File: src/rtl/sha256_stream_padder.sv
// Byte-stream front-end for sha256_core: accepts message bytes, applies SHA-2
// padding, issues 512-bit blocks over init/next and captures the final digest.
module sha256_stream_padder #(
  parameter bit MODE  = 1'b1,
  parameter int LEN_W = 61
) (
  input  logic         clk,
  input  logic         reset_n,
  input  logic         s_valid,
  output logic         s_ready,
  input  logic [7:0]   s_data,
  input  logic         s_last,
  input  logic         s_empty,
  output logic         core_init,
  output logic         core_next,
  output logic         core_mode,
  output logic [511:0] core_block,
  input  logic         core_ready,
  input  logic [255:0] core_digest,
  input  logic         core_digest_valid,
  output logic [255:0] digest,
  output logic         digest_valid,
  output logic         busy
);

  typedef enum logic [2:0] {
    COLLECT, PAD80, PAD_ZERO, PAD_LEN, ISSUE, WAIT_LOW, WAIT_RDY
  } state_t;

  state_t           r_state, w_next;
  logic [6:0]       r_idx;
  logic [LEN_W-1:0] r_count;
  logic             r_first, r_pend, r_padding, r_final;
  logic [511:0]     r_block;
  logic [255:0]     r_digest;
  logic             r_dvalid, r_busy;

  logic [63:0] w_bitlen;
  logic [7:0]  w_lenbyte, w_byte;
  logic [8:0]  w_bitpos;
  logic [6:0]  w_idx_after;
  logic        w_has_data, w_ready, w_accept, w_wr, w_init, w_nxt, w_done;

  assign w_has_data  = !(s_last && s_empty);
  assign w_idx_after = r_idx + {6'd0, w_has_data};
  assign w_accept    = s_valid && w_ready;
  assign w_bitlen    = 64'({r_count, 3'b000});
  // bytes 56..63 carry the bit length MSB first; idx[2:0] selects the byte
  assign w_lenbyte   = 8'(w_bitlen >> {~r_idx[2:0], 3'b000});
  assign w_bitpos    = {~r_idx[5:0], 3'b000};

  always_ff @(posedge clk) begin
    if (!reset_n) r_state <= COLLECT;
    else          r_state <= w_next;
  end

  always_comb begin
    w_next  = r_state;
    w_ready = 1'b0;
    w_wr    = 1'b0;
    w_byte  = s_data;
    w_init  = 1'b0;
    w_nxt   = 1'b0;
    w_done  = 1'b0;
    case (r_state)
      COLLECT: begin
        w_ready = (r_idx < 7'd64);
        if (w_accept) begin
          w_wr = w_has_data;
          if (s_last)                  w_next = (w_idx_after == 7'd64) ? ISSUE : PAD80;
          else if (w_idx_after == 7'd64) w_next = ISSUE;
        end
      end
      PAD80: begin
        w_wr   = 1'b1;
        w_byte = 8'h80;
        w_next = (r_idx == 7'd63) ? ISSUE : PAD_ZERO;
      end
      PAD_ZERO: begin
        if (r_idx == 7'd56)      w_next = PAD_LEN;
        else if (r_idx == 7'd64) w_next = ISSUE;
        else begin
          w_wr   = 1'b1;
          w_byte = 8'h00;
        end
      end
      PAD_LEN: begin
        w_wr   = 1'b1;
        w_byte = w_lenbyte;
        if (r_idx == 7'd63) w_next = ISSUE;
      end
      ISSUE: begin
        if (core_ready) begin
          w_init = r_first;
          w_nxt  = !r_first;
          w_next = WAIT_LOW;
        end
      end
      // core_ready may lag the pulse by a cycle, so it is not trusted here
      WAIT_LOW: w_next = WAIT_RDY;
      WAIT_RDY: begin
        if (core_ready) begin
          w_done = 1'b1;
          if (r_final)        w_next = COLLECT;
          else if (r_pend)    w_next = PAD80;
          else if (r_padding) w_next = PAD_ZERO;
          else                w_next = COLLECT;
        end
      end
      default: w_next = COLLECT;
    endcase
  end

  always_ff @(posedge clk) begin
    if (!reset_n) begin
      r_idx     <= '0;
      r_count   <= '0;
      r_first   <= 1'b1;
      r_pend    <= 1'b0;
      r_padding <= 1'b0;
      r_final   <= 1'b0;
      r_block   <= '0;
      r_digest  <= '0;
      r_dvalid  <= 1'b0;
      r_busy    <= 1'b0;
    end else begin
      if (w_wr) begin
        r_block[w_bitpos +: 8] <= w_byte;
        r_idx                  <= r_idx + 7'd1;
      end
      if (r_state == COLLECT && w_accept) begin
        if (!r_busy) begin
          r_dvalid <= 1'b0;
          r_busy   <= 1'b1;
        end
        if (w_has_data) r_count <= r_count + {{(LEN_W-1){1'b0}}, 1'b1};
        if (s_last)     r_pend  <= 1'b1;
      end
      if (r_state == PAD80) begin
        r_pend    <= 1'b0;
        r_padding <= 1'b1;
      end
      if (r_state == PAD_LEN && r_idx == 7'd63) r_final <= 1'b1;
      if (w_init || w_nxt) r_first <= 1'b0;
      if (w_done) begin
        r_idx   <= '0;
        r_block <= '0;
        if (r_final) begin
          r_final   <= 1'b0;
          r_padding <= 1'b0;
          r_busy    <= 1'b0;
          r_count   <= '0;
          r_first   <= 1'b1;
          r_dvalid  <= core_digest_valid;
          if (core_digest_valid) r_digest <= core_digest;
        end
      end
    end
  end

  assign s_ready      = w_ready;
  assign core_init    = w_init;
  assign core_next    = w_nxt;
  assign core_mode    = MODE;
  assign core_block   = r_block;
  assign digest       = r_digest;
  assign digest_valid = r_dvalid;
  assign busy         = r_busy;

endmodule

File: config.mk
export PLATFORM = sky130hd
export DESIGN_NAME = sha256_stream_padder
export DESIGN_NICKNAME = d
export VERILOG_FILES = /design/src/rtl/sha256_stream_padder.sv
export SDC_FILE = /design/constraint.sdc
export NUM_CORES = 2
export LEC_CHECK = 0
export CAP_MARGIN = 20
export CORE_AREA = 2 2 413 415
export DETAILED_ROUTE_END_ITERATION = 10
export DIE_AREA = 0 0 415 417
export PLACE_DENSITY_LB_ADDON = 0.25
export SLEW_MARGIN = 15
export SYNTH_ARGS = -nofsm -noshare
export SYNTH_HDL_FRONTEND = slang
export SYNTH_SLANG_ARGS = --single-unit
File: constraint.sdc
create_clock -name clk -period 3.9 [get_ports clk]
set_input_delay 0.39 -clock clk [delete_from_list [all_inputs] [get_ports clk]]
set_output_delay 0.39 -clock clk [all_outputs]
set_load 0.02 [all_outputs]
==> flow_summary_export.csv <==
group,metric,value,unit
floorplanning,dieWidth,415,microns
sta,fin_crit_sh,82.8,%
routing,antenna_left,0,
routing,via_count,30400,
critical_path,cp.required,3.51,ns
grt,grtUsageTotal,17.5,%
critical_path,slowest_stage,"clkdlybuf4s50_1",
yosys,ys_warn_count,0,
worst_hold_path,worstHoldPathCells,3,
clocking,cts_hold_buf,0,
routing,routed_wl,159,mm
sta,max_slew_margin,25.6,%
yosys,syn_avg_cell_area,9.11,sq um
place,pre_cts_ws,0.705,ns
clocking,cts-root-buf,"clkbuf_16",
yosys,synth_common_cells,"nand2_1, dfxtp_1, mux2i_1, a21oi_1, clkbuf_1",
finish,drive_gt1_share,8.44,%
sta,max_clock_freq,309,MHz
power,seq_power_share,43.6,%
yosys,yosys.area.top_type,"dfxtp_1",
grt,grt_max_degree,182,
worst_hold_path,hold_path.class,"in2reg",
power,pwr-share-clk,48.9,%
grt,grt_pass1_wl,222,mm
sta,final.setup.worst_slack,0.669,ns
grt,overflow,0,
clocking,postCtsSetupBuffers,0,
floorplanning,initial_core_util,19.6,%
clocking,post_cts_resized,0,
clocking,cts_tree,"yes",
yosys,synth-seq-area-share,51.3,%
sta,finalSetupViolations,0,
clocking,clkLatencyLatePin,0.77,ns
yosys,synth.most_common_cell,"nand2_1",
sta,finalSetupTns,0,ns
grt,grt_pass1_vias,29400,
critical_path,cp-start-kind,"flip-flop",
floorplanning,fp-row-count,151,
power,cellLeakagePower,18.9,nW
yosys,syn_nets,3891,
critical_path,worstSetupPathType,"reg2out",
run_status,outcome,"complete, no violations",
power,p_switching,5.08,mW
yosys,yosys_register_bits,845,
routing,viasPerCell,4.40,
finish,syn2layout_area_growth,51.1,%
finish,final_nets,4879,
clocking,cts_buffer_depth,3,
critical_path,slowest_delay,0.61,ns
critical_path,worstPathArrival,2.84,ns
power,swShare,25.5,%
place,placedCellCount,6716,
sta,rsz0062_at_grt,"no",
place,place.gp.congestion,0.861,
routing,firstDrtPassIters,6,
grt,antenna_found_initial,39,
place,dp_hpwl,116,mm
place,portBuffers,1043,
power,powerDensity,400,mW/mm^2
critical_path,critPathBufInv,1,
yosys,synth_cell_types,85,
critical_path,crit_cells,4,
yosys,synth.area.top_cells,"dfxtp_1, mux2i_1, nand2_1",
finish,fin_cells,6904,
yosys,synth-async-reset-ratio,0,%
critical_path,r2r_cells,5,
routing,first_iter_violations,1897,
power,comb_power_share,7.4,%
routing,drcViolationCount,0,
clocking,cts_buffers,102,
sta,hold_violations,0,
floorplanning,ioPinCount,1045,
power,intPower,14.8,mW
routing,wl_per_cell,23.0,microns
critical_path,endpoint_kind,"primary output",
critical_path,crit_fanout,17,
clocking,clkTransAtPathRegs,0.06,ns
job,max-cap-violations,0,
sta,worstMarginPinSlew,1.12,ns
yosys,syn-cell-area,0.0329,sq mm
yosys,syn_inst,3615,
sta,fin_crit,3.23,ns
finish,seqCellArea,0.0169,sq mm
floorplanning,die_area,0.173,sq mm
sta,timing.hold.ws,0.200,ns
floorplanning,die_y,417,microns
yosys,ys.flop_type,"dfxtp_1",
yosys,synth_edf_count,0,
yosys,synth_top_area_share,51.3,%
clocking,cts.sinks,845,
power,vdd_drop_max,0.363,mV
sta,final_max_slew_viol_count,0,
clocking,h-tree-depth,3,
finish,nFillCells,17800,
finish,multi_input_area,0.0149,sq mm
critical_path,path_cells,"nand2b_1, or3b_2, nor2_1, clkdlybuf4s50_1",
critical_path,path_delay_family,"simple AND/OR/NAND/NOR gates",
floorplanning,core_area,0.169,sq mm
sta,finalClockSkew,0.0420,ns
==> through the flow <==
stage | utilization (%) | power (mW) | area [sq um]
5_1_grt | 29.5 | 20.6 | 49800
4_1_cts | 29.5 | 20.2 | 49800
6_report | 29.5 | 19.9 | 49800
3_5_place_dp | 27.5 | 10.4 | 46300
3_3_place_gp | 27.5 | 10.4 | 46300
2_1_floorplan | - | 9.55 | 32900
==> cells by family (layout without fill, tap and decap cells) <==
| kind of cell | after synthesis | in the layout | share of synthesized area [%] |
|---|---|---|---|
| AND/OR/NAND/NOR | 1424 | 1424 | 20.0 |
| flip-flops | 845 | 845 | 51.3 |
| AO/OA/AOI/OAI | 586 | 586 | 10.5 |
| multiplexers | 432 | 432 | 13.5 |
| buffers and inverters | 298 | 1364 | 3.73 |
| XOR/XNOR | 24 | 24 | 0.684 |
| adder cells (fa/ha/maj) | 5 | 5 | 0.190 |
| other | 1 | 6 | 0.0114 |
==> path summary, 6_finish.rpt <==
path / startpoint / endpoint / slack, ns
setup / recovery: r_state[0] / core_next / 0.67
hold / removal: core_digest[147] / digest[147] / 0.20
setup reg to reg: r_idx[4] / core_block[338] / 0.70
hold reg to reg: digest[101] / digest[101] / 0.45
==> sequential cells by signal, indices dropped and copies added, names as in the netlist <==
signal	flops
r_state	3
r_pend	1
r_count	61
r_first	1
busy	1
r_idx	7
digest_valid	1
core_block	512
r_padding	1
r_final	1
digest	256
==> worst reg2reg max path: stages, from the launching register on <==
cell and delay [ns]:
dfxtp_1 0.70, nand3_1 0.42, o21a_1 0.60, nor4_2 0.97, a21oi_1 0.18, a211oi_1 0.24
==> area by class of cell <==
class | count | area share, %
antenna | 5 | 0.0251
clock buffer | 148 | 5.96
clock inverter | 34 | 0.930
inverter | 18 | 0.151
multi-input combinational | 2472 | 30.0
sequential | 845 | 34.0
tap | 2218 | 5.57
timing repair buffer | 1164 | 23.4
==> routing by layer <==
layer	wire, microns	global-route usage [%]	part of all wire, %	vias to the layer above
li1	-	-	-	14400
met1	61100	19.3	39	14600
met2	79200	31.0	50	1046
met3	12200	5.78	7.7	253
met4	6050	6.24	3.8	8
met5	55	0	0.035	-
==> cell usage in the layout, fill, tap and decap left out, types with 24 or more instances in the layout <==
cell and count:
nand4_1 31, buf_12 24, nand3_2 33, nand3_1 45
mux2i_1 419, a21oi_1 405, nand2_1 970, clkdlybuf4s50_1 1043
nor2_1 61, dfxtp_1 844, or4_1 25, o31ai_1 25
a211oi_1 46, nor3_1 126, buf_4 96, clkbuf_16 102
clkbuf_8 24
==> power groups by stage <==
stage | Combinational [mW] | Sequential (mW) | Clock [mW]
floorplan | 0.643 | 8.90 | 0
finish | 1.48 | 8.69 | 9.75
detailed placement | 1.50 | 8.88 | 0
CTS | 1.51 | 8.69 | 10.0
global route | 1.57 | 8.69 | 10.4
global placement | 1.51 | 8.88 | 0
No activity file was read; power rests on OpenSTA's default activity.
